## config.mk

```make
export PLATFORM = sky130hd
export DESIGN_NAME = div_iter
export DESIGN_NICKNAME = d
export VERILOG_FILES = /design/src/rtl/div_iter.sv
export SDC_FILE = /design/constraint.sdc
export NUM_CORES = 1
export LEC_CHECK = 0
export CORE_MARGIN = 2
export CORE_UTILIZATION = 59
export CTS_BUF_LIST = sky130_fd_sc_hd__clkbuf_4 sky130_fd_sc_hd__clkbuf_8
export CTS_CLUSTER_DIAMETER = 100
export DETAILED_ROUTE_END_ITERATION = 6
export MAX_ROUTING_LAYER = met4
export PLACE_DENSITY = 0.93
export REMOVE_ABC_BUFFERS = 1
export SLEW_MARGIN = 20
export SYNTH_ARGS = -nofsm -noshare
export SYNTH_HDL_FRONTEND = slang
export SYNTH_SLANG_ARGS = --single-unit
```

## constraint.sdc

```tcl
create_clock -name clk -period 8.5 [get_ports clk]
set_input_delay 1.7 -clock clk [delete_from_list [all_inputs] [get_ports clk]]
set_output_delay 1.7 -clock clk [all_outputs]
set_load 0.005 [all_outputs]
```

## src/rtl/div_iter.sv

```systemverilog
// Iterative radix-2 restoring divider: one quotient bit per cycle, fixed latency,
// signed/unsigned operation with quotient, remainder and a condition-register field.
module div_iter #(
  parameter int DWIDTH          = 32,
  parameter bit REGISTER_RESULT = 1'b1
) (
  input  logic              clk,
  input  logic              reset,
  input  logic              en,
  input  logic              uns,
  input  logic [DWIDTH-1:0] a,
  input  logic [DWIDTH-1:0] b,
  output logic              ready,
  output logic              complete,
  output logic [DWIDTH-1:0] quotient,
  output logic [DWIDTH-1:0] remainder,
  output logic [3:0]        crf
);

  localparam int CW = $clog2(DWIDTH);
  localparam logic [DWIDTH-1:0] MIN_INT = {1'b1, {(DWIDTH-1){1'b0}}};

  typedef enum logic [1:0] {IDLE, CALC, FIX, DONE} state_t;

  state_t            state;
  logic [CW-1:0]     count;
  logic              neg_q;
  logic              neg_r;
  logic              div_zero;
  logic              ovf;
  logic [DWIDTH-1:0] divisor;
  logic [DWIDTH-1:0] dividend;
  logic [DWIDTH-1:0] prem;
  logic [DWIDTH-1:0] q_reg;
  logic [DWIDTH-1:0] r_reg;
  logic [3:0]        crf_reg;
  logic              complete_reg;

  logic              a_neg;
  logic              b_neg;
  logic [DWIDTH:0]   shifted;
  logic [DWIDTH:0]   trial;
  logic [DWIDTH-1:0] q_fix;
  logic [DWIDTH-1:0] r_fix;
  logic [3:0]        crf_fix;

  // The dividend register doubles as the quotient shift register during CALC.
  always_comb begin
    a_neg   = ~uns & a[DWIDTH-1];
    b_neg   = ~uns & b[DWIDTH-1];
    shifted = {prem, dividend[DWIDTH-1]};
    trial   = shifted - {1'b0, divisor};
    q_fix   = neg_q ? -dividend : dividend;
    if (div_zero)
      q_fix = '0;
    r_fix   = neg_r ? -prem : prem;
    crf_fix = {q_fix[DWIDTH-1],
               ~q_fix[DWIDTH-1] & (q_fix != '0),
               (q_fix == '0),
               div_zero | ovf};
  end

  always_ff @(posedge clk or posedge reset) begin
    if (reset) begin
      state        <= IDLE;
      ready        <= 1'b1;
      complete_reg <= 1'b0;
      q_reg        <= '0;
      r_reg        <= '0;
      crf_reg      <= '0;
      count        <= '0;
      neg_q        <= 1'b0;
      neg_r        <= 1'b0;
      div_zero     <= 1'b0;
      ovf          <= 1'b0;
      divisor      <= '0;
      dividend     <= '0;
      prem         <= '0;
    end else begin
      complete_reg <= 1'b0;
      case (state)
        IDLE: begin
          if (en) begin
            neg_q    <= a_neg ^ b_neg;
            neg_r    <= a_neg;
            div_zero <= (b == '0);
            ovf      <= ~uns & (a == MIN_INT) & (&b);
            dividend <= a_neg ? -a : a;
            divisor  <= b_neg ? -b : b;
            prem     <= '0;
            count    <= CW'(DWIDTH - 1);
            ready    <= 1'b0;
            state    <= CALC;
          end
        end
        CALC: begin
          // A borrow out of the DWIDTH+1 bit trial means restore the shifted value.
          prem     <= trial[DWIDTH] ? shifted[DWIDTH-1:0] : trial[DWIDTH-1:0];
          dividend <= {dividend[DWIDTH-2:0], ~trial[DWIDTH]};
          count    <= count - CW'(1);
          if (count == '0)
            state <= FIX;
        end
        FIX: begin
          q_reg   <= q_fix;
          r_reg   <= r_fix;
          crf_reg <= crf_fix;
          if (REGISTER_RESULT) begin
            complete_reg <= 1'b1;
            state        <= DONE;
          end else begin
            ready <= 1'b1;
            state <= IDLE;
          end
        end
        DONE: begin
          ready <= 1'b1;
          state <= IDLE;
        end
        default: state <= IDLE;
      endcase
    end
  end

  // Without the result register, FIX drives the outputs directly for its single cycle.
  assign complete  = REGISTER_RESULT ? complete_reg : (state == FIX);
  assign quotient  = (!REGISTER_RESULT && state == FIX) ? q_fix   : q_reg;
  assign remainder = (!REGISTER_RESULT && state == FIX) ? r_fix   : r_reg;
  assign crf       = (!REGISTER_RESULT && state == FIX) ? crf_fix : crf_reg;

endmodule

```

==> metrics <==
status complete, no violations; Hold WS approximately 0.5 ns; Synth async-reset ratio 1.00; vias per cell slightly above 6; Placer Congestion roughly 0.99; DRT iter0 DRCs between 1000 and 1500; # clock sinks 176; synthesized cell area 0.0119 mm²; CP Data Required Time just under 9 ns; Filler cells 1533; FF-to-FF setup slack about 4.4 ns; period utilisation layout 0.486; critical path peak fanout 4; Finish-stage setup viols 0; IO Pins around 140; core area just under 0.02 mm²; final worst slack ~4.4 ns; layout cells sized above 1 0.0537; setup bufs post-CTS 0; Buffers on Ports between 100 and 150; Final Hold Viols 0; Die Y-Extent 146 µm; layout net count 1606; FP Rows a little over 50; DP Cell Count around 1700; post-detail-place hpwl 24300 µm; Worst R2R Start dividend[31]$_DFFE_PP0P_; Mapped Cells 1413; post-synthesis register bit count ~180; Post-synth EDFFs 0; initial antenna violation count 1; Arr. time, crit path around 4.5 ns; DR pass1 iterations 6; CTS Buf Count 17; ys flop type dfrtp_1; unrepaired setup endpoints after global routing false; Synth cell types 71; hold depth 2; Initial Util 0.606; Finished Layout Cells 1773; class of the worst hold path reg -> reg; fmax approximately 240 MHz; clock tree buffer depth 2; die width between 100 and 150 µm; Pwr Total ~5.6 mW; Post-CTS Resized 0; most frequent cells in the layout 175 x dfrtp_1, 159 x nand2_1, 148 x o21ai_0; Critical Path Sink Type flip-flop; Setup TNS Final 0 ns; pin count of the biggest net entering global routing 120; CTS tree done; Peak VDD IR around 0.19 mV; area delta synth->final 15.5%; Syn. warnings 0; M1 GR Usage 0.402; Setup Crit Path Kind in -> reg; syn_area_per_cell 8.43 µm²; Layout Utilization 0.700; M2 GR Usage 0.507; DRC 0; FF-to-FF path depth 13; GRT overflow 0; Slew HR 0.242; fin. max-slew vios 0; DIE AREA about 0.021 mm²; final critical-path required period about 4.1 ns; M3 GR Usage 0.0519; cts hold-fix bufs 0; first-pass GRT wire length 53800 µm; worst skew pair latency around 0.47 ns; worst slack, placed 4.01 ns; most common cell after layout, fill and taps aside dfrtp_1; via count approximately 11000; Leak 5.80 nW; total routed wirelength roughly 33000 µm; vias in the first global route ~11000; root buffer cell clkbuf_8; Post-DRT Antenna Nets 0; global route hottest layer met2; Placed Area between 0.01 and 0.015 mm²; number of H-tree levels 4; slew at the pin with the worst max-slew slack 1.14 ns; Min-Delay Endpoint divisor[20]$_DFFE_PP0P_; Worst R2R End prem[7]$_DFFE_PP0P_; clock slew at reported path FFs roughly 0.09 ns; P per Cell Area 410 mW/mm²; WL/cell ~19 µm; Clock Skew ~0.012 ns; Global Route Usage Sum 0.319; crit start category primary input; Post-Layout Inst Area ~0.014 mm²; hold_sp divisor[20]$_DFFE_PP0P_; maxcap violations 0; sequential share of the synthesized area 0.370
-- critical path: stages --
cell	delay [ns]
clkdlybuf4s50_1	0.45
or3_1	0.42
nor4_1	0.54
and3b_1	0.34
nand2_1	0.10
or2_2	0.33
o31ai_1	0.25
xnor2_1	0.15
nor2_1	0.05
o21ai_0	0.19
-- where the power goes --
group | switching, mW | internal (mW) | total, mW
clock network | 0.317 | 0.256 | 0.574
registers | 0.446 | 1.22 | 1.67
logic | 1.92 | 1.47 | 3.39
total | 2.68 | 2.95 | 5.63
-- final cells by class --
class,instances,area [µm²],share of cell area
Sequential cell,176,4410,0.320
Multi-Input combinational cell,1087,6940,0.504
Clock inverter,11,108,0.00782
Tap cell,265,332,0.0241
Inverter,66,255,0.0186
Timing Repair Buffer,146,1440,0.105
Antenna cell,1,2.50,0.000182
Clock buffer,21,277,0.0201
-- cell usage after synthesis (14+ instances only) --
cell,count,area (µm²)
nor4_1,17,106
a22o_1,14,123
xor2_1,87,762
nand2_1,160,601
a21oi_1,123,616
inv_1,65,244
a21o_1,22,165
o31ai_1,31,233
nand3_1,23,115
clkbuf_1,72,270
nor2_1,111,417
dfrtp_1,175,4380
nor3_1,20,100
ha_1,43,538
o41ai_1,14,123
mux2i_1,23,230
o21ai_0,148,741
nand4_1,18,113
or3_1,16,100
xnor2_1,58,508
-- kinds of logic after synthesis --
family / count (synthesis) / synth area share
muxes: 34 / 0.0297
xor gates and xnor gates: 145 / 0.107
and+or+nand+nor: 433 / 0.175
buffers and inverters: 150 / 0.0493
DFF: 176 / 0.370
AOI/OAI and AO/OA: 431 / 0.223
adders and majority gates: 44 / 0.0469
-- worst max path at each step --
stage | cells after the start | slack (ns) | endpoint | startpoint
after floorplan | 1 | 2.03 | complete$_DFF_PP0_ | reset
after global placement | 10 | 4.10 | dividend[30]$_DFFE_PP0P_ | a[11]
after detailed placement | 9 | 4.01 | divisor[29]$_DFFE_PP0P_ | b[8]
after CTS | 13 | 4.50 | prem[7]$_DFFE_PP0P_ | dividend[31]$_DFFE_PP0P_
after global routing | 10 | 4.13 | dividend[30]$_DFFE_PP0P_ | a[11]
final | 10 | 4.37 | dividend[30]$_DFFE_PP0P_ | a[10]
-- routing by layer --
layer / up-vias / wire length (µm) / share of wire
met5: - / 0 / 0
met4: 0 / 1430 / 0.043
met3: 103 / 2210 / 0.067
met2: 520 / 15700 / 0.48
met1: 5264 / 13600 / 0.41
li1: 5173 / - / -
Power figures use the tool's default switching activity.
